## config.mk

```make
export PLATFORM = sky130hd
export DESIGN_NAME = ram_cmd_responder
export DESIGN_NICKNAME = d
export VERILOG_FILES = /design/src/rtl/ram_cmd_responder.sv
export SDC_FILE = /design/constraint.sdc
export NUM_CORES = 1
export LEC_CHECK = 0
export CORE_MARGIN = 2
export CORE_UTILIZATION = 60
export DETAILED_ROUTE_END_ITERATION = 10
export GPL_TIMING_DRIVEN = 0
export PLACE_DENSITY = 0.78
export SYNTH_ARGS = -nofsm -noshare
export SYNTH_HDL_FRONTEND = slang
export SYNTH_SLANG_ARGS = --single-unit
```

## constraint.sdc

```tcl
create_clock -name clk -period 6 [get_ports clk]
set_input_delay 0.9 -clock clk [delete_from_list [all_inputs] [get_ports clk]]
set_output_delay 0.9 -clock clk [all_outputs]
set_load 0.05 [all_outputs]
```

## src/rtl/ram_cmd_responder.sv

```systemverilog
// ram_cmd_responder: four-phase GET/SET/RESET responder over a DEPTH-word register file.
// Optional macro RAM_VALID_MASK_EN adds a per-word valid mask; GET of an invalid word returns 0.
module ram_cmd_responder #(
    parameter int ADDR_W = 4,
    parameter int DATA_W = 16,
    parameter int DEPTH  = 2**ADDR_W
) (
    input  logic              clk,
    input  logic              reset_n,
    input  logic [1:0]        operation,
    input  logic [ADDR_W-1:0] address,
    input  logic [DATA_W-1:0] data_in,
    output logic [DATA_W-1:0] data_out,
    output logic              done,
    output logic              busy
`ifdef RAM_VALID_MASK_EN
    ,
    output logic [DEPTH-1:0]  valid
`endif
);
    localparam logic [1:0] OP_IDLE = 2'd0;
    localparam logic [1:0] OP_GET  = 2'd1;
    localparam logic [1:0] OP_SET  = 2'd2;
    localparam logic [ADDR_W-1:0] CLR_LAST = ADDR_W'(DEPTH - 1);

    typedef enum logic [2:0] {S_IDLE, S_READ, S_WRITE, S_CLEAR, S_DONE} state_t;

    state_t            state;
    logic [ADDR_W-1:0] addr_q;
    logic [DATA_W-1:0] data_q;
    logic [ADDR_W-1:0] clr_cnt;
    logic [DATA_W-1:0] mem [DEPTH];
    logic [DATA_W-1:0] rd_word;

    // Read mux: with the valid mask, never-written words read as zero
`ifdef RAM_VALID_MASK_EN
    always_comb rd_word = valid[addr_q] ? mem[addr_q] : '0;
`else
    always_comb rd_word = mem[addr_q];
`endif

    // Command sequencer: accept in S_IDLE, service, then hold done until the master returns to IDLE
    always_ff @(posedge clk or negedge reset_n) begin
        if (!reset_n) begin
            state    <= S_IDLE;
            addr_q   <= '0;
            data_q   <= '0;
            clr_cnt  <= '0;
            data_out <= '0;
            done     <= 1'b0;
            busy     <= 1'b0;
            mem      <= '{default: '0};
`ifdef RAM_VALID_MASK_EN
            valid    <= '0;
`endif
        end else begin
            case (state)
                S_IDLE: begin
                    if (operation != OP_IDLE) begin
                        addr_q <= address;
                        data_q <= data_in;
                        busy   <= 1'b1;
                        state  <= (operation == OP_GET) ? S_READ :
                                  (operation == OP_SET) ? S_WRITE : S_CLEAR;
                    end
                end
                S_READ: begin
                    data_out <= rd_word;
                    done     <= 1'b1;
                    state    <= S_DONE;
                end
                S_WRITE: begin
                    mem[addr_q] <= data_q;
`ifdef RAM_VALID_MASK_EN
                    valid[addr_q] <= 1'b1;
`endif
                    done  <= 1'b1;
                    state <= S_DONE;
                end
                S_CLEAR: begin
                    mem[clr_cnt] <= '0;
                    clr_cnt      <= clr_cnt + 1'b1;
                    if (clr_cnt == CLR_LAST) begin
                        clr_cnt  <= '0;
                        data_out <= '0;
                        done     <= 1'b1;
                        state    <= S_DONE;
`ifdef RAM_VALID_MASK_EN
                        valid    <= '0;
`endif
                    end
                end
                S_DONE: begin
                    if (operation == OP_IDLE) begin
                        done  <= 1'b0;
                        busy  <= 1'b0;
                        state <= S_IDLE;
                    end
                end
                default: state <= S_IDLE;
            endcase
        end
    end
endmodule

```

---- Word level (Yosys, flattened, before mapping) ----
Index checks and enable logic that the tools add are counted.
Widths: inputs -> output; s select.
storage, ports and cells
  register bits after elaboration ......... 301
  bits of input ports ..................... 24
  output and inout port bits .............. 18
  logic and storage cells ................. 80
operators by class
  $add $sub $neg .......................... 1
  magnitude comparators ................... 4
  equality and inequality tests ........... 10
  mux-type cells .......................... 23
  bitwise operators ....................... 4
  reduce and logical (&&, ||, !) cells .... 15
operators by type and width
  cell                 number
  $pmux 256 s2         1
  $and 256x256->256    1
  $bwmux 256           1
  $not 256->256        1
  $demux 16 s4         2
  $mux 16              5
  $bmux 16 s4          1
  $pmux 16 s2          1
  $pmux 3 s4           1
  $ge 5x5->1 const B   2
  $lt 5x1->1 const B   2
  $not 4->5            2
  $mux 3               3
  $reduce_and 3->1     3
  $reduce_bool 2->1    4
  $eq 3x2->1 const B   2
  $ne 2x2->1 const B   3
  $add 4x1->4 const B  1
  $eq 4x4->1 const B   1
  $mux 1               4
  $mux 4               1
  $reduce_and 2->1     2
  $eq 3x1->1 const B   1
  $eq 3x3->1 const B   1
  10 further kinds     11

---- Depth between registers and ports, before layout ----
Gate-level depths: netlist (run 1).
  word-level depth ........................ 8
  mapped depth ............................ 7

---- Worst setup path before layout (run 1) ----
No wires, ideal clock.
  kind .................................... register -> register
  start point ............................. register addr_q[0]
  end point ............................... register mem[246] (netlist bit)
  library setup time ...................... 121 ps
  arrival time ............................ 1881 ps
  required time ........................... 5879 ps
  path slack .............................. 3998 ps
  stages on the path, launching flop included .. 8
  buffers on the path ..................... 3
  cell sequence ........................... dfrtp_1 > buf_2 > or4b_1 > buf_2 > nor4_4 > o22ai_4 > buf_6 > a22o_1
on the way
  cells in the longest elaborated chain, start to end .. 7
  elaborated cells on any way between the ends .. 8
ends and longest elaborated chain
  what                                                                   line  RTL
  start, declared                                                        29    logic [ADDR_W-1:0] addr_q;
  start signal, assigned                                                 60    addr_q <= address;
  $not 4->5 (implied by the code) (*)                                    73    mem[addr_q] <= data_q;
  $ge 5x5->1 (implied by the code) / $lt 5x1->1 (equally long branches)  73
  $logic_and 1x1->1 (implied by the code)                                73
  $mux 16 (implied by the code)                                          73
  $demux 16 s4 (*)                                                       73
  $bwmux 256 (*)                                                         73
  $pmux 256 s2 (*)                                                       57    case (state)
  end signal, assigned by index                                          73
  end, declared                                                          32    logic [DATA_W-1:0] mem [DEPTH];
Every way passes the cells marked *; elsewhere a longest branch is shown, timed or not.
A chain may end at the register's enable or synchronous reset.

---- Worst setup path after layout (run 1) ----
  start point ............................. register addr_q[1]
  end point ............................... register mem[230] (netlist bit)
Same word-level chain as after synthesis.

==> results of run 1 <==
cell families (layout without fill, tap and decap cells):
| kind of cell | count (synthesis) | after routing | share of synthesized area, % |
|---|---|---|---|
| xor gates and xnor gates | 1 | 1 | 0.0670 |
| AOI/OAI and AO/OA | 325 | 325 | 20.8 |
| buffers and inverters | 94 | 191 | 3.04 |
| adders and majority gates | 4 | 4 | 0.383 |
| muxes | 99 | 99 | 13.9 |
| DFF | 301 | 301 | 57.6 |
| and+or+nand+nor | 104 | 104 | 4.18 |
stage by stage:
stage	utilization, %	instance area [µm²]
2_1_floorplan	-	13100
3_3_place_gp	65.1	13800
3_5_place_dp	65.4	13900
4_1_cts	70.1	14900
5_1_grt	70.1	14900
6_report	70.1	14900
where the power goes:
| group | switching, mW | total (mW) | internal, mW |
|---|---|---|---|
| clock network | 0.785 | 1.91 | 1.12 |
| registers | 0.457 | 3.20 | 2.74 |
| logic | 1.53 | 2.79 | 1.26 |
| total | 2.77 | 7.90 | 5.12 |
flip-flops by register name (all words and copies together) (netlist names):
name	cells
mem	256
data_out	16
data_q	16
addr_q	4
clr_cnt	4
state	3
busy	1
done	1
synth_stat cells (8+ instances only):
| master | count | area, µm² |
|---|---|---|
| dfrtp_1 | 301 | 7530 |
| a22o_1 | 177 | 1550 |
| o2bb2ai_1 | 82 | 718 |
| mux4_2 | 64 | 1440 |
| clkbuf_1 | 59 | 221 |
| nand2_1 | 51 | 191 |
| buf_2 | 29 | 145 |
| mux2_2 | 19 | 214 |
| a22oi_1 | 16 | 120 |
| mux2i_1 | 16 | 160 |
| o211ai_1 | 16 | 120 |
| nor2_1 | 13 | 48.8 |
| o21ai_0 | 12 | 60.1 |
| a21oi_1 | 8 | 40.0 |
final timing paths:
| kind | cells after the start | slack (ns) | from | to |
|---|---|---|---|---|
| setup / recovery | 6 | 3.02 | addr_q[1] | mem[230] |
| min in group clk | 1 | 0.48 | mem[194] | mem[194] |
| max in group asynchronous | 3 | 4.21 | reset_n | mem[145] |
| hold / removal | 1 | 0.36 | reset_n | mem[98] |
| hold reg to reg | 1 | 0.48 | mem[194] | mem[194] |
| setup reg to reg | 6 | 3.02 | addr_q[1] | mem[230] |
cell usage in the layout (no fill, tap or decap), types with 13 or more instances in the layout:
cell type | netlist | final
a22o_1 | 177 | 177
mux2_2 | 19 | 19
o2bb2ai_1 | 82 | 82
a22oi_1 | 16 | 16
buf_2 | 29 | 29
clkbuf_16 | 0 | 30
o211ai_1 | 16 | 16
nand2_1 | 51 | 51
dfrtp_1 | 301 | 301
clkbuf_1 | 59 | 68
nor2_1 | 13 | 13
mux2i_1 | 16 | 16
clkdlybuf4s50_1 | 0 | 40
mux4_2 | 64 | 64
metal layers:
metal  up-vias  track usage [%]  part of all wire (%)
met5         -                0                     0
met4         0             9.21                   2.9
met3        73             5.99                   8.2
met2       399             45.9                    46
met1      4682             47.2                    43
li1       3798                -                     -
layout make-up:
type                    count  area (µm²)  area share [%]
repair buffers             43         470            3.16
clock inverters             9         134           0.900
plain buffers              90         382            2.56
flip-flops and latches    301        7530            50.6
well taps                 275         344            2.31
inverters                   4        15.0           0.101
clock buffers              45         867            5.83
multi-input cells         533        5140            34.5
worst max-delay path: stages, from the launching register on:
cell	delay, ns
dfrtp_1	0.46
nand4bb_1	0.22
clkbuf_1	0.20
nor4_2	0.91
o22ai_1	0.53
buf_2	0.35
a22o_1	0.20
==> flow_summary.toml, run 1 <==
[finish]
synthToLayoutAreaGrowth_pct = 13.9
num-nets-final = 1031
nFillCells = 1458
antenna_cells = 0
layoutNonFillerInstCount = 1300
layout-drive-gt1-share_pct = 16.8

[power]
p_leak_nw = 6.57
finalPower_mw = 7.90
p_per_area_nw_per_um2 = 531
ir_worst_vdd_mv = 0.298

[min_path]
hold_path_class = "in2async"

[timing]
rsz0062_at_grt = "false"
final.min_clock_period_ns = 2.98
fin_crit_sh_pct = 49.7
setup-tns-final_ns = 0
setup_slack_ns = 3.02
worst_slew_pin_slew_ns = 1.17
max_slew_margin_pct = 21.4
fin_skew_ns = 0.0192
drv_slew = 0
fmaxAchievable_mhz = 335
setup_viol = 0
timing.hold.ws_ns = 0.356
hold_viol_final = 0

[placed_design]
pre_cts_slack_ns = 3.19
dp.cells = 1246
hpwl_mm = 22.9
place_congestion = 0.887
io_buffers = 41

[grt]
grt_start_max_net_pins = 113
grt_pass1_wl_mm = 53.7
grt_overflow = 0
grt_pass1_vias = 9069
track_usage_pct = 30.9
antenna_found_initial = 0

[synthesis]
synth.avg_cell_area_um2 = 14.1
async_reset_ff_share_pct = 100
synth_ff_type = "dfrtp_1"
ys_ff_latch = 301
synth_cell_types = 45
syn-num-nets = 956
syn_area_um2 = 13100
syn_inst = 928
synth_edf_count = 0
ys_seq_area_share_pct = 57.6
ys_warn_count = 0

[cts]
post_cts_resized = 0
cts_sinks = 301
clkLatencyLatePin_ns = 0.57
numCtsBuffers = 30
clkTransAtPathRegs_ns = 0.06
cts_post_setup_buffers_inserted = 0
cts_buffer_depth = 3
holdBufCountCts = 0
cts_tree = "yes"
cts_root_buf = "clkbuf_16"
htree_levels = 1

[worst_setup_path]
end_kind = "register"
crit_fanout = 10
critical_path_arrival_ns = 3.44
start_kind = "register"
worstPathRequired_ns = 6.46
path_class = "reg2reg"

[detailed_routing]
routed_wl_mm = 33.3
wl_per_cell_um = 25.6
drtIter0Drc = 1013
drc = 0
via_per_inst = 6.89
firstDrtPassIters = 5
via_count = 8952
ant_nets = 0

[floorplan]
initial_core_util_pct = 61.6
die_area_um2 = 23000
die_x_um = 152
io_pins = 42
core_um2 = 21200
fp.dieH_um = 152
fp-row-count = 53

[run_status]
outcome = "complete, no violations"

[flow_run]
max_cap_violations = 0
(Power assumes the default switching activity.)
==> run 2: changes to the inputs <==
- clock period: 6 -> 3.09 ns (I/O delays scaled with it)
==> flow_summary.toml, run 2 (same netlist as run 1, synthesis figures left out) <==
[run_status]
outcome = "complete, no violations"

[finish]
utilization_pct = 70.2
num-nets-final = 1032
top_regs = "mem: 256 flops, data_out: 16 flops, data_q: 16 flops"
final_common_cell = "dfrtp_1"
design_area_um2 = 14900
antenna_cells = 0
largest_register = "mem"
largest_reg_flops = 256
layout-drive-gt1-share_pct = 16.8
synthToLayoutAreaGrowth_pct = 14.0
layout_common_cells = "dfrtp_1 (301), a22o_1 (177), o2bb2ai_1 (82)"

[cts]
clkLatencyLatePin_ns = 0.58
clkTransAtPathRegs_ns = 0.07
cts_buffer_depth = 3
cts_post_setup_buffers_inserted = 0
numCtsBuffers = 30
holdBufCountCts = 1
cts_tree = "yes"
cts_root_buf = "clkbuf_16"
post_cts_resized = 0
htree_levels = 1
cts_sinks = 301

[power]
combPwrFrac_pct = 35.3
p_per_area_nw_per_um2 = 1030
p_leak_nw = 6.58
ir_worst_vdd_mv = 0.581
p_seq_share_pct = 40.5
swShare_pct = 35.1
p_int_mw = 9.95
finalPower_mw = 15.3
clock_power_share_pct = 24.2
netSwitchingPower_mw = 5.39

[detailed_routing]
via_count = 8978
wl_per_cell_um = 25.6
via_per_inst = 6.90
firstDrtPassIters = 5
routed_wl_mm = 33.3
drc = 0
ant_nets = 0
drtIter0Drc = 996

[grt]
antenna_found_initial = 0
grt_overflow = 0
grt_pass1_wl_mm = 53.7
grt_start_max_net_pins = 113
grt_pass1_vias = 9069
track_usage_pct = 30.9

[timing]
drv_slew = 0
fin_crit_sh_pct = 96.2
final.min_clock_period_ns = 2.97
setup-tns-final_ns = 0
fin_skew_ns = 0.0245
setup_slack_ns = 0.118
worst_slew_pin_slew_ns = 1.16
hold_viol_final = 0
setup_viol = 0
rsz0062_at_grt = "false"
fmaxAchievable_mhz = 336
max_slew_margin_pct = 22.0

[placed_design]
io_buffers = 41
pre_cts_slack_ns = 0.284
place_congestion = 0.887
hpwl_mm = 22.9
dpl-instance-area_um2 = 13900

[flow_run]
max_cap_violations = 0

[floorplan]
initial_core_util_pct = 61.6
die_x_um = 152
fp.dieH_um = 152
fp-row-count = 53
io_pins = 42
core_um2 = 21200
die_area_um2 = 23000

[worst_setup_path]
start_kind = "register"
slowest_delay_ns = 0.90
end_kind = "register"
crit_fanout = 10
cp_num_buf_inv = 2
path_cells = "nand4bb_1, clkbuf_1, nor4_2, o22ai_1, buf_2, a22o_1"
crit_family = "simple AND/OR/NAND/NOR gates"
critical_path_arrival_ns = 3.44
path_class = "reg2reg"
worstPathRequired_ns = 3.55
cpMaxStageDelayCell = "nor4_2"

[min_path]
hold_path_class = "in2reg"
[run 2: power groups by stage]
| stage | combinational [mW] | clock (mW) | sequential (mW) |
|---|---|---|---|
| 2_1_floorplan | 3.79 | 0 | 6.07 |
| 3_3_place_gp | 5.20 | 0 | 6.18 |
| 3_5_place_dp | 5.37 | 0 | 6.20 |
| 4_1_cts | 5.39 | 3.72 | 6.18 |
| 5_1_grt | 5.82 | 3.89 | 6.37 |
| 6_report | 5.41 | 3.71 | 6.22 |
[run 2: per-stage QoR]
stage | std cells | hold slack (ns)
floorplan | 928 | 0.168
global placement | 1244 | 0.466
detailed placement | 1246 | 0.469
CTS | 1301 | 0.434
global route | 1301 | 0.481
finish | 1301 | 0.439
[run 2: cell type report]
cell class | instances | area [µm²]
Buffer | 90 | 382
Clock buffer | 45 | 867
Clock inverter | 9 | 134
Fill cell | 1457 | 6330
Inverter | 4 | 15.0
Multi-Input combinational cell | 533 | 5140
Sequential cell | 301 | 7530
Tap cell | 275 | 344
Timing Repair Buffer | 44 | 480
[run 2: worst min-delay path: cells and delay by family]
kind                   cells  cell delay [ns]
buffers and inverters      1             0.39
AO/OA/AOI/OAI              1             0.06
AND/OR/NAND/NOR            1             0.05
[run 2: worst paths after layout]
kind                                 start        end  slack (ns)  cells after the start
worst max-delay path             addr_q[1]   mem[238]        0.12                      6
worst min-delay path            address[0]  addr_q[0]        0.44                      3
worst max register to register   addr_q[1]   mem[238]        0.12                      6
worst min register to register    mem[153]   mem[153]        0.48                      1
max in group asynchronous          reset_n   mem[220]        1.19                      4
min in group asynchronous          reset_n    mem[98]        0.51                      2
[run 2: layer usage]
layer,vias up,wire length [µm],GRT usage [%]
met5,-,0,0
met4,0,937,9.21
met3,73,3030,5.99
met2,449,15200,45.9
met1,4661,14100,47.2
li1,3795,-,-
==> patch, RTL diff (config.mk and constraints of run 2) <==
The option `RAM_VALID_MASK_EN` is turned on by a define.
--- a/src/rtl/ram_cmd_responder.sv
+++ b/src/rtl/ram_cmd_responder.sv
@@ -1,5 +1,7 @@
 // ram_cmd_responder: four-phase GET/SET/RESET responder over a DEPTH-word register file.
 // Optional macro RAM_VALID_MASK_EN adds a per-word valid mask; GET of an invalid word returns 0.
+`define RAM_VALID_MASK_EN
+
 module ram_cmd_responder #(
     parameter int ADDR_W = 4,
     parameter int DATA_W = 16,
Formal check against the unedited RTL (old outputs only; new: valid): no difference found for any inputs over 4 cycles, from zero or initial values and one cycle with reset_n low; that may be too few to reach the edited logic, so the function may still have changed.
==> patch against run 2 <==
- combinational power increased by 28%
- sequential cell count rose by 16
- die area is 5.7% higher
- final area rose by 6.9%
- worst setup slack gained 0.080 ns
- count of clock-buffer cells in the layout is 6 higher
- first-iteration DRC count fell by 1.0%
- routed wire length rose by 13%
- total power grew 14%
- sequential share of layout area is 0.73 points lower
- synthesized area increased by 5.9%
- critical endpoint is now mem[21]
- largest cell class unchanged
- largest power group is now combinational logic
- highest routed layer unchanged
==> patch: results (changes against run 2) <==
Layout
  – #MultiIn Comb: 556 (was 533)
  – Non-CTS inverters: 3 (was 4)
  – Flip-flop and latch area: 7933 sq um (was 7532 sq um)
  – FILL cells: 1516 (was 1457)
  – Non-clock buffer share: 0.07234 (was 0.05789)
  – ClkCell Share: 0.06621 (was 0.06722)
  – CLK BUF: 51 (was 45)
  – Multi-input gate area: 5408 sq um (was 5137 sq um)
  – NumNets Final: 1106 (was 1032)
  – Number of non-clock buffers: 166 (was 134)

Synthesis
  – Commonest cells post-synth: dfrtp_1 (317), a22o_1 (274), mux4_2 (68) (was dfrtp_1 (301), a22o_1 (177), o2bb2ai_1 (82))
  – Seq/Total Area, Yosys: 0.5734 (was 0.5765)
  – Synth area leaders: dfrtp_1 (57%), a22o_1 (17%), mux4_2 (11%) (was dfrtp_1 (58%), a22o_1 (12%), mux4_2 (11%))
  – Netlist cell types: 36 (was 45)

Worst setup path
  – CP max-delay cell: nor3_2 (was nor4_2)
  – R2R Path Start: addr_q[0] (was addr_q[1])
  – Arr. time, crit path: 3.28 ns (was 3.44 ns)
  – Max stage delay on crit path: 0.76 ns (was 0.90 ns)
  – Depth of the worst register-to-register path: 7 (was 6)

Placement
  – Pre-CTS setup slack: 0.3056 ns (was 0.2837 ns)
  – DP HPWL: 25200 um (was 22930 um)
  – IO Port Bufs: 57 (was 41)
  – GP Congestion: 0.8986 (was 0.8874)

Clocking
  – CTS sink cnt: 317 (was 301)
  – Worst-Skew Late Latency: 0.52 ns (was 0.58 ns)
  – CTS Buf Count: 34 (was 30)
  – H-tree levels: 2 (was 1)

Timing
  – Clk_skew: 0.02033 ns (was 0.02450 ns)
  – Max-slew headroom: 0.3183 (was 0.2196)

GRT
  – Largest net degree at the start of global routing: 90 (was 113)
  – Vias in the first global route: 9996 (was 9069)

Pwr
  – Maximum VDD drop: 0.5059 mV (was 0.5815 mV)
  – Leak: 7.181 nW (was 6.579 nW)

Hold path
  – Worst hold path class: in2async (was in2reg)

Outcome
  – Status: completed (unchanged)

Routing
  – Routed WL: 37600 um (was 33310 um)
  – Initial drt markers: 986 (was 996)
==> patch: layer usage <==
metal | GRT usage | routed length, um | share of wire | up-vias
li1 | - | - | - | 4015
met2 | 0.4985 | 17780 | 0.47 | 502
met3 | 0.05222 | 2955 | 0.079 | 100
met1 | 0.4744 | 15470 | 0.41 | 5089
met4 | 0.1319 | 1397 | 0.037 | 0
met5 | 0 | 0 | 0 | -
==> patch: path summary, 6_finish.rpt <==
path                               to  slack, ns
max                           mem[21]       0.20
min                        data_q[10]       0.46
max reg2reg                   mem[21]       0.20
min reg2reg                  mem[148]       0.49
max in group asynchronous    mem[145]       1.43
min in group clk             mem[148]       0.49
==> patch: cells by family (layout without fill, tap and decap cells) <==
group | count (synthesis) | count (layout) | synth area share
flops | 317 | 317 | 0.5734
fa+ha+maj | 4 | 4 | 0.003618
xor+xnor | 1 | 1 | 0.0006332
mux | 89 | 89 | 0.1278
simple gates | 115 | 115 | 0.05019
buf+inv | 108 | 221 | 0.03572
compound gates | 347 | 347 | 0.2086
==> patch: power by group <==
group / internal [mW] / switching, mW
Clock: 2.32 / 1.59
Combinational: 3.01 / 3.91
Sequential: 5.71 / 0.988
==> patch: worst register-to-register path, delay by kind of cell, from the launching register on <==
family          cells  cell delay, ns
flops               1            0.51
simple gates        2            0.91
compound gates      2            0.57
buf+inv             3            0.77
==> patch: through the flow <==
stage               cells  cell area, sq um  power (mW)
floorplan             981             13830       11.34
global placement     1323             14760       13.37
detailed placement   1326             14850       13.55
CTS                  1379             15910       17.49
global route         1379             15910       18.29
finish               1379             15910       17.54
